**config.mk**
```make
export PLATFORM = sky130hd
export DESIGN_NAME = nes_pad_emulator
export DESIGN_NICKNAME = d
export VERILOG_FILES = /design/src/rtl/nes_pkg.sv /design/src/rtl/nes_sync_edge.sv /design/src/rtl/nes_pad_emulator.sv
export SDC_FILE = /design/constraint.sdc
export NUM_CORES = 1
export LEC_CHECK = 0
export BUFFER_PORTS_ARGS = -buffer_cell sky130_fd_sc_hd__buf_4
export CELL_PAD_IN_SITES_DETAIL_PLACEMENT = 1
export CELL_PAD_IN_SITES_GLOBAL_PLACEMENT = 1
export CORE_UTILIZATION = 37
export DETAILED_ROUTE_END_ITERATION = 10
export GPL_TIMING_DRIVEN = 0
export MAX_ROUTING_LAYER = met4
export PLACE_DENSITY_LB_ADDON = 0.25
export SKIP_LAST_GASP = 1
export SYNTH_ARGS = -nofsm -noshare
export SYNTH_HDL_FRONTEND = slang
export SYNTH_HIERARCHICAL = 1
export SYNTH_SLANG_ARGS = --single-unit
```
**constraint.sdc**
```tcl
create_clock -name clk -period 2.25 [get_ports clk]
set_input_delay 0.1125 -clock clk [delete_from_list [all_inputs] [get_ports clk]]
set_output_delay 0.1125 -clock clk [all_outputs]
set_load 0.03 [all_outputs]
```
**src/rtl/nes_pkg.sv**
```systemverilog
// Shared NES pad definitions: frame width, button
// bit positions and the responder state encoding.
package nes_pkg;

    localparam int NES_BITS   = 8;

    localparam int NES_A      = 0;
    localparam int NES_B      = 1;
    localparam int NES_SELECT = 2;
    localparam int NES_START  = 3;
    localparam int NES_UP     = 4;
    localparam int NES_DOWN   = 5;
    localparam int NES_LEFT   = 6;
    localparam int NES_RIGHT  = 7;

    typedef logic [1:0] nes_state_t;

    localparam nes_state_t IDLE  = 2'd0;
    localparam nes_state_t LOAD  = 2'd1;
    localparam nes_state_t SHIFT = 2'd2;
    localparam nes_state_t DONE  = 2'd3;

endpackage

```
**src/rtl/nes_sync_edge.sv**
```systemverilog
// Multi-flop synchronizer followed by a registered
// edge detector; level, rise and fall are mutually aligned.
module nes_sync_edge #(
    parameter int STAGES = 2
) (
    input  logic clk,
    input  logic reset,
    input  logic din,
    output logic level,
    output logic rise,
    output logic fall
);

    logic [STAGES-1:0] chain;

    // Synchronize the pin, then compare against the previous level.
    always_ff @(posedge clk) begin
        if (reset) begin
            chain <= '0;
            level <= 1'b0;
            rise  <= 1'b0;
            fall  <= 1'b0;
        end else begin
            chain <= {chain[STAGES-2:0], din};
            level <= chain[STAGES-1];
            rise  <= chain[STAGES-1] & ~level;
            fall  <= ~chain[STAGES-1] & level;
        end
    end

endmodule

```
**src/rtl/nes_pad_emulator.sv**
```systemverilog
// 4021-style NES pad responder: parallel-loads buttons
// while latched, shifts them out active-low on each pulse.
module nes_pad_emulator
    import nes_pkg::*;
#(
    parameter int   SYNC_STAGES    = 2,
    parameter int   TIMEOUT_CYCLES = 2_000_000,
    parameter logic TAIL_LEVEL     = 1'b0
) (
    input  logic                clk,
    input  logic                reset,
    input  logic [NES_BITS-1:0] btns,
    input  logic                nes_latch,
    input  logic                nes_pulse,
    output logic                nes_data,
    output logic                frame_done,
    output logic                overrun,
    output logic                link_active,
    output logic [15:0]         frame_count
);

    localparam int TO_W = $clog2(TIMEOUT_CYCLES + 1);
    localparam logic [TO_W-1:0] TO_MAX = TO_W'(TIMEOUT_CYCLES);

    logic latch_s, latch_rise, latch_fall;
    logic pulse_s, pulse_rise, pulse_fall;
    logic unused_pulse;

    nes_sync_edge #(.STAGES(SYNC_STAGES)) u_latch (
        .clk   (clk),
        .reset (reset),
        .din   (nes_latch),
        .level (latch_s),
        .rise  (latch_rise),
        .fall  (latch_fall)
    );

    nes_sync_edge #(.STAGES(SYNC_STAGES)) u_pulse (
        .clk   (clk),
        .reset (reset),
        .din   (nes_pulse),
        .level (pulse_s),
        .rise  (pulse_rise),
        .fall  (pulse_fall)
    );

    assign unused_pulse = pulse_s ^ pulse_fall;

    nes_state_t          state, state_nxt;
    logic [NES_BITS-1:0] btns_q, sr, sr_nxt;
    logic [3:0]          bit_cnt, bit_nxt;
    logic                done_nxt, over_nxt;
    logic [15:0]         cnt_nxt;
    logic [TO_W-1:0]     to_cnt;
    logic                seen;

    // Next-state logic; a latch rise pre-empts everything else.
    always_comb begin
        state_nxt = state;
        sr_nxt    = sr;
        bit_nxt   = bit_cnt;
        done_nxt  = 1'b0;
        over_nxt  = overrun;
        cnt_nxt   = frame_count;
        if (latch_rise) begin
            state_nxt = LOAD;
            sr_nxt    = ~btns_q;
            bit_nxt   = 4'd0;
            over_nxt  = 1'b0;
        end else begin
            unique case (state)
                IDLE: ;
                LOAD: begin
                    if (latch_fall) begin
                        state_nxt = SHIFT;
                        bit_nxt   = 4'd0;
                    end else if (latch_s) begin
                        sr_nxt = ~btns_q;
                    end
                end
                SHIFT: begin
                    if (pulse_rise) begin
                        sr_nxt = {TAIL_LEVEL, sr[NES_BITS-1:1]};
                        if (bit_cnt < 4'd8)
                            bit_nxt = bit_cnt + 4'd1;
                        if (bit_cnt == 4'd7) begin
                            done_nxt  = 1'b1;
                            cnt_nxt   = frame_count + 16'd1;
                            state_nxt = DONE;
                        end
                    end
                end
                DONE: begin
                    if (pulse_rise) begin
                        sr_nxt   = {TAIL_LEVEL, sr[NES_BITS-1:1]};
                        over_nxt = 1'b1;
                    end
                end
            endcase
        end
    end

    // Frame state, shift register and registered outputs.
    always_ff @(posedge clk) begin
        if (reset) begin
            state       <= IDLE;
            btns_q      <= '0;
            sr          <= '1;
            nes_data    <= 1'b1;
            bit_cnt     <= 4'd0;
            frame_done  <= 1'b0;
            overrun     <= 1'b0;
            frame_count <= 16'd0;
        end else begin
            state       <= state_nxt;
            btns_q      <= btns;
            sr          <= sr_nxt;
            nes_data    <= sr_nxt[0];
            bit_cnt     <= bit_nxt;
            frame_done  <= done_nxt;
            overrun     <= over_nxt;
            frame_count <= cnt_nxt;
        end
    end

    // Link watchdog: cycles since the last latch rise, saturating.
    always_ff @(posedge clk) begin
        if (reset) begin
            to_cnt <= '0;
            seen   <= 1'b0;
        end else if (latch_rise) begin
            to_cnt <= '0;
            seen   <= 1'b1;
        end else if (to_cnt < TO_MAX) begin
            to_cnt <= to_cnt + 1'b1;
        end
    end

    assign link_active = seen && (to_cnt < TO_MAX);

endmodule
```
==> impl_metrics.json, run 1 <==
{
  "syn_nets": 356,
  "cts_max_path_buffers": 2,
  "clkLatencyLatePin_ps": 350,
  "crit_fanout": 10,
  "ir_drop_mv": 0.3165,
  "finalSetupTns_ps": 0,
  "setup.worst_path.start_class": "register",
  "min_period_ps": 2124,
  "io-pin-count": 32,
  "min_path_cells": 2,
  "cts_root_buf": "clkbuf_8",
  "nNetsFinal": 410,
  "diodes": 0,
  "report.final.slew_viol_count": 0,
  "setup_violations": 0,
  "grt_first_pass_wirelength_um": 13280,
  "die_h_um": 93.47,
  "cpPeakStageDelay_ps": 440,
  "finalCoreUtilization_pct": 47.77,
  "syn_area_um2": 3095,
  "rows": 32,
  "initial_core_util_pct": 39.05,
  "yosysWarningCount": 6,
  "dp_hpwl_um": 5102,
  "p_per_area_nw_per_um2": 646.1,
  "arrival_ps": 2010,
  "rsz0062_at_grt": "false",
  "overflow": 0,
  "die_w_um": 93.47,
  "die_area_um2": 8736,
  "drcViolationCount": 0,
  "fin_crit_sh_pct": 94.39,
  "worst_path_max_delay_cell": "o41ai_2",
  "numPortBuffers": 31,
  "area_growth_pct": 22.35,
  "worstPathCellList": "o41ai_2 > nand3b_1 > buf_2 > nand2_1 > and2_1 > buf_4",
  "synth_cells": 341,
  "cts_tree": "done",
  "drive_gt1_share_pct": 15.75,
  "synth.avg_cell_area_um2": 9.078,
  "path_clk_slew_ps": 80,
  "numCtsBuffers": 9,
  "p_leak_nw": 1.383,
  "worstHoldPathType": "in -> reg",
  "firstDrtPassIters": 4,
  "cts_max_level": 3,
  "tightest_slew_ps": 570.0,
  "vias_per_cell": 5.548,
  "fill_cells": 933,
  "drtIter0Drc": 95,
  "max_freq_ghz": 0.4709,
  "hold_viol_final": 0,
  "grt_pass1_vias": 2833,
  "gp_congestion": 0.7981,
  "cap_violations": 0,
  "path_class": "reg -> out",
  "antenna_found_initial": 0,
  "coreArea_um2": 7928,
  "grt_usage_pct": 19.93,
  "grt_max_degree": 14,
  "status": "completed",
  "wl_per_cell_um": 15.15,
  "fin_skew_ps": 9.558,
  "crit_required_ps": 2140,
  "clkSinkCount": 71,
  "rr_worst_depth": 6,
  "via_count": 2785,
  "end_kind": "primary output",
  "slew_headroom_pct": 61.86,
  "totalWireLength_um": 7605,
  "drtAntennaViolNets": 0
}
-- layer usage --
layer | share of wire [%] | GRT usage (%) | routed length, um | up-vias
met5 | 0 | - | 0 | -
met4 | 1.5 | 8.333 | 116 | 0
met3 | 3.2 | 3.008 | 245 | 13
met2 | 48 | 32.17 | 3629 | 42
met1 | 48 | 24.90 | 3614 | 1362
li1 | - | - | - | 1368
-- through the flow --
step	hold slack, ps	setup slack [ps]	cell area (um2)	power (W)	instances
2_1_floorplan	184.1	420.1	3095	0.001380	341
3_3_place_gp	323.5	128.6	3456	0.001419	474
3_5_place_dp	330.2	112.4	3456	0.001423	474
4_1_cts	16.48	62.99	3767	0.002484	501
5_1_grt	24.45	9.097	3787	0.002554	502
6_report	25.80	126.3	3787	0.002447	502
-- area by class of cell --
cell class                      count  area [um2]  area share, %
Multi-Input combinational cell    242        1563          41.26
Buffer                             21       101.3          2.676
Clock inverter                      4       55.05          1.454
Clock buffer                       12       145.1          3.832
Sequential cell                    71        1421          37.53
Tap cell                          102       127.6          3.370
Inverter                            7       26.28         0.6938
Timing Repair Buffer               43       347.8          9.184
-- report_power, final --
part,internal (W),switching [W],total (W),leakage (nW)
Clock,0.000547,0.000493,0.00104,0.0968
Combinational,0.0000551,0.0000563,0.000111,0.709
Sequential,0.00128,0.0000144,0.00129,0.577
Total,0.00188,0.000564,0.00245,1.38
-- critical path: cells and delay by family (launching register included) --
kind            cells  cell delay [ps]
simple gates        3              460
flops               1              380
buf+inv             2              380
compound gates      1              440
-- repair_timing --
item                                    4_1_cts  5_1_grt
gates cloned                                  0        0
hold buffers                                 10        0
endpoints found under the setup margin        1        1
hold endpoints to repair                     10        0
setup buffers                                 1        1
pin swaps                                     1        1
resized for setup                             2        3
-- flip-flops by register name, indices dropped and copies added, names as in the netlist --
signal / flops
u_pulse/level: 1
to_cnt: 21
u_pulse/rise: 1
state: 2
frame_done: 1
u_latch/fall: 1
overrun: 1
u_latch/level: 1
u_pulse/chain: 2
frame_count: 16
sr: 8
u_latch/chain: 2
seen: 1
u_latch/rise: 1
bit_cnt: 4
btns_q: 8
-- worst paths after layout --
kind,startpoint,to,slack [ps]
min,reset,u_latch/chain[0]$_SDFF_PP0_,30
max,to_cnt[12]$_SDFFE_PP0N_,link_active,130
max reg2reg,to_cnt[0]$_SDFFE_PP0N_,to_cnt[18]$_SDFFE_PP0N_,280
min reg2reg,u_pulse/level$_SDFF_PP0_,u_pulse/rise$_SDFF_PP0_,390
-- cells in the final DEF, fill, tap and decap left out, drive strengths merged, types with 2 or more instances in the layout --
cell and count:
dlygate4sd3 10, or4 9, ha 3, clkbuf 23
and3 3, a2111o 2, nand2 24, and4bb 2
nor3 2, nand4 12, nor3b 4, buf 43
or2 2, mux2i 14, a211oi 11, a21oi 27
xor2 3, a31oi 4, nor2b 15, inv 7
a211o 8, o41ai 2, and3b 2, nand2b 3
dfxtp 71, nand3 12, o21ai 12, and4 4
nor2 23, and2 2, o311ai 2, clkinv 2
or3 19, o31ai 9
Power figures use the tool's default switching activity.
==> run 2: changes to the inputs <==
- RECOVER_POWER: not set -> 25
==> impl_metrics.json, run 2 (synthesis gave the netlist of run 1 again) <==
{
  "status": "completed",
  "area_growth_pct": 21.62,
  "numPortBuffers": 31,
  "overflow": 0,
  "vias_per_cell": 5.550,
  "reg_top3": "to_cnt (21), frame_count (16)",
  "antenna_found_initial": 0,
  "cts_root_buf": "clkbuf_8",
  "drcViolationCount": 0,
  "grt_usage_pct": 19.93,
  "cp-startpoint": "to_cnt[12]$_SDFFE_PP0N_",
  "wl_per_cell_um": 15.13,
  "largest_register_ff_count": 21,
  "hold_viol_final": 0,
  "die_h_um": 93.47,
  "cts_max_path_buffers": 2,
  "min_from": "reset",
  "diodes": 0,
  "die_w_um": 93.47,
  "end_kind": "primary output",
  "multi_input_area_um2": 1563,
  "die_area_um2": 8736,
  "io-pin-count": 32,
  "rows": 32,
  "cts_max_level": 3,
  "ir_drop_mv": 0.3156,
  "path_class": "reg -> out",
  "min_period_ps": 2124,
  "drive_gt1_share_pct": 14.25,
  "grt_max_degree": 14,
  "ff_latch_area_um2": 1421,
  "gp_congestion": 0.7981,
  "crit_fanout": 10,
  "via_count": 2786,
  "worstHoldPathType": "in -> reg",
  "grt_first_pass_wirelength_um": 13280,
  "fin_skew_ps": 10.18,
  "fill_cells": 934,
  "layout_commonest_cell": "dfxtp_1",
  "setup.worst_path.start_class": "register",
  "reg2reg_from": "to_cnt[0]$_SDFFE_PP0N_",
  "clkLatencyLatePin_ps": 350,
  "report.final.slew_viol_count": 0,
  "firstDrtPassIters": 4,
  "tightest_slew_ps": 569.5,
  "fin_crit_sh_pct": 94.41,
  "drtIter0Drc": 75,
  "nNetsFinal": 410,
  "p_per_area_nw_per_um2": 649.9,
  "max_freq_ghz": 0.4708,
  "clkSinkCount": 71,
  "arrival_ps": 2010,
  "rsz0062_at_grt": "false",
  "slew_headroom_pct": 61.89,
  "coreArea_um2": 7928,
  "drtAntennaViolNets": 0,
  "setup_violations": 0,
  "grt_pass1_vias": 2833,
  "fin_area_um2": 3765,
  "initial_core_util_pct": 39.05,
  "crit_required_ps": 2140,
  "p_leak_nw": 1.358,
  "finalSetupTns_ps": 0,
  "cap_violations": 0,
  "placed_area_um2": 3456,
  "dp_hpwl_um": 5102,
  "numCtsBuffers": 9,
  "layout_common_cells": "dfxtp_1 (71), a21oi_1 (27), nand2_1 (24)",
  "totalWireLength_um": 7596,
  "path_clk_slew_ps": 80,
  "largest-register": "to_cnt",
  "cts_tree": "done"
}
-- run 2: worst max-delay path, cell delays in order, from the launching register on --
cell	delay (ps)
dfxtp_1	380
o41ai_2	450
nand3b_1	160
buf_2	220
nand2_1	150
and2_1	150
buf_4	150
-- run 2: layout make-up --
cell class              count  share of cell area (%)
flip-flops and latches     71                   37.75
clock inverters             4                   1.462
multi-input cells         242                   41.51
clock buffers              12                   3.855
inverters                   7                  0.6979
well taps                 102                   3.390
plain buffers              21                   2.692
repair buffers             43                   8.641
-- run 2: metrics by stage --
step	instances	hold slack, ps	setup slack (ps)	utilization (%)	total power, W
global placement	474	323.5	128.6	43.59	0.001419
CTS	501	16.48	62.99	47.52	0.002484
finish	502	182.2	125.8	47.49	0.002447
detailed placement	474	330.2	112.4	43.59	0.001423
floorplan	341	184.1	420.1	-	0.001380
global route	502	224.1	9.097	47.49	0.002552
-- run 2: repair_timing --
| item | in CTS | in global routing |
|---|---|---|
| pin swaps | 1 | 1 |
| endpoints found under the hold margin | 10 | 0 |
| setup buffers | 1 | 1 |
| endpoints found under the setup margin | 1 | 1 |
| hold buffers | 10 | 0 |
| resized for setup | 2 | 3 |
-- run 2: metal layers --
layer,wire length (um),share of wire (%),vias up,track usage (%)
li1,-,-,1370,-
met1,3596,47,1361,24.90
met2,3631,48,42,32.17
met3,259,3.4,13,3.008
met4,108,1.4,0,8.333
met5,0,0,-,-
-- run 2: where the power goes --
| group | total (W) | internal [W] | switching, W |
|---|---|---|---|
| registers | 0.00129 | 0.00128 | 0.0000143 |
| clock network | 0.00104 | 0.000547 | 0.000496 |
| logic | 0.000109 | 0.0000531 | 0.0000557 |
-- run 2: final timing paths --
path / end / slack (ps) / cells past startpoint
hold reg to reg: u_pulse/rise$_SDFF_PP0_ / 390 / 1
hold / removal: u_latch/chain[0]$_SDFF_PP0_ / 180 / 2
setup reg to reg: to_cnt[18]$_SDFFE_PP0N_ / 270 / 6
setup / recovery: link_active / 130 / 6
==> run 3: changes to the inputs <==
- CELL_PAD_IN_SITES_DETAIL_PLACEMENT: 1 -> 0
==> impl_metrics.json, run 3 (synthesis gave the netlist of run 1 again) <==
{
  "status": "completed",
  "met2_usage_pct": 25.67,
  "fill_cells": 783,
  "cts_max_path_buffers": 2,
  "report.final.slew_viol_count": 0,
  "diodes": 0,
  "p_sw_share_pct": 22.84,
  "coreArea_um2": 7928,
  "rows": 32,
  "p_int_w": 0.001853,
  "met3_usage_pct": 2.927,
  "clkLatencyLatePin_ps": 340,
  "crit_fanout": 10,
  "die_w_um": 93.47,
  "clkSinkCount": 71,
  "cap_violations": 0,
  "p_leak_nw": 1.352,
  "cts_tree": "done",
  "p_per_area_nw_per_um2": 642.3,
  "via_count": 2695,
  "die_area_um2": 8736,
  "drtAntennaViolNets": 0,
  "setup.worst_path.start_class": "register",
  "ir_drop_mv": 0.3161,
  "slew_headroom_pct": 61.92,
  "cts_max_level": 3,
  "p_switching_w": 0.0005487,
  "gp_congestion": 0.7981,
  "fin_skew_ps": 9.803,
  "sequentialPowerShare_pct": 53.9,
  "met1_usage_pct": 23.80,
  "max_freq_ghz": 0.4850,
  "grt-busiest-layer": "met2",
  "tightest_slew_ps": 569.1,
  "overflow": 0,
  "setup_violations": 0,
  "p_comb_share_pct": 4.4,
  "numPortBuffers": 31,
  "worstHoldPathType": "in -> reg",
  "antenna_found_initial": 0,
  "min_period_ps": 2062,
  "die_h_um": 93.47,
  "totalWireLength_um": 6852,
  "drtIter0Drc": 127,
  "firstDrtPassIters": 4,
  "grt_pass1_vias": 2491,
  "area_growth_pct": 20.82,
  "grt_first_pass_wirelength_um": 11670,
  "drcViolationCount": 0,
  "path_clk_slew_ps": 80,
  "initial_core_util_pct": 39.05,
  "finalCoreUtilization_pct": 47.17,
  "layout_common_cells": "dfxtp_1 (71), a21oi_1 (27), nand2_1 (24)",
  "drive_gt1_share_pct": 13.53,
  "fin_crit_sh_pct": 91.63,
  "nNetsFinal": 409,
  "rsz0062_at_grt": "false",
  "largest-register": "to_cnt",
  "io-pin-count": 32,
  "dp_hpwl_um": 4585,
  "numCtsBuffers": 9,
  "p_clk_share_pct": 41.7,
  "grt_max_degree": 14,
  "arrival_ps": 1950,
  "grt_usage_pct": 17.50,
  "cts_root_buf": "clkbuf_8",
  "finalSetupTns_ps": 0,
  "reg_top3": "to_cnt (21), frame_count (16)",
  "largest_register_ff_count": 21,
  "end_kind": "primary output",
  "layout_commonest_cell": "dfxtp_1",
  "hold_viol_final": 0,
  "crit_required_ps": 2140,
  "path_class": "reg -> out",
  "vias_per_cell": 5.379,
  "wl_per_cell_um": 13.68
}
## run 3: area by class of cell
cell class / instances / area [um2] / area share [%]
Multi-Input combinational cell: 242 / 1555 / 41.59
Sequential cell: 71 / 1421 / 38.01
Timing Repair Buffer: 42 / 317.8 / 8.498
Clock buffer: 12 / 135.1 / 3.613
Tap cell: 102 / 127.6 / 3.412
Buffer: 21 / 101.3 / 2.710
Clock inverter: 4 / 55.05 / 1.472
Inverter: 7 / 26.28 / 0.7026
## run 3: through the flow
step	area, um2	setup slack, ps	hold WS [ps]	total power, W	cells
after detailed placement	3456	126.3	327.2	0.001420	474
after CTS	3757	69.18	17.65	0.002445	501
final	3740	188.2	192.1	0.002402	501
after global routing	3740	6.579	241.3	0.002508	501
after global placement	3456	128.6	323.5	0.001419	474
after floorplan	3095	420.1	184.1	0.001380	341
## run 3: power by group through the flow
| stage | Clock (W) | Combinational [W] | Sequential [W] |
|---|---|---|---|
| floorplan | 0 | 0.0000595 | 0.00132 |
| global placement | 0 | 0.0000964 | 0.00132 |
| detailed placement | 0 | 0.0000966 | 0.00132 |
| CTS | 0.00104 | 0.000110 | 0.00129 |
| global route | 0.00109 | 0.000121 | 0.00130 |
| finish | 0.00100 | 0.000107 | 0.00129 |
## run 3: metal layers
metal	wire length [um]	vias to the layer above
met5	0	-
met4	106	0
met3	239	11
met2	2963	57
met1	3543	1255
li1	-	1372
## run 3: repair_timing
action                                 CTS  global route
hold buffers                            10             0
pin swaps                                0             0
buffers inserted                         1             0
gates resized for setup                  2             1
endpoints found under the hold margin   10             0
setup endpoints to repair                1             1
## run 3: worst paths after layout
| path | from | endpoint | slack (ps) | cells past startpoint |
|---|---|---|---|---|
| worst max-delay path | to_cnt[12]$_SDFFE_PP0N_ | link_active | 190 | 6 |
| worst min-delay path | reset | u_pulse/chain[1]$_SDFF_PP0_ | 190 | 2 |
| worst max register to register | to_cnt[0]$_SDFFE_PP0N_ | to_cnt[18]$_SDFFE_PP0N_ | 300 | 6 |
| worst min register to register | u_pulse/level$_SDFF_PP0_ | u_pulse/rise$_SDFF_PP0_ | 400 | 1 |
## run 3: worst max-delay path, cell delays in order, from the launching register on
cell      delay, ps
dfxtp_1         380
o41ai_2         410
nand3b_1        140
buf_2           210
nand2_1         150
and2_1          150
buf_4           160
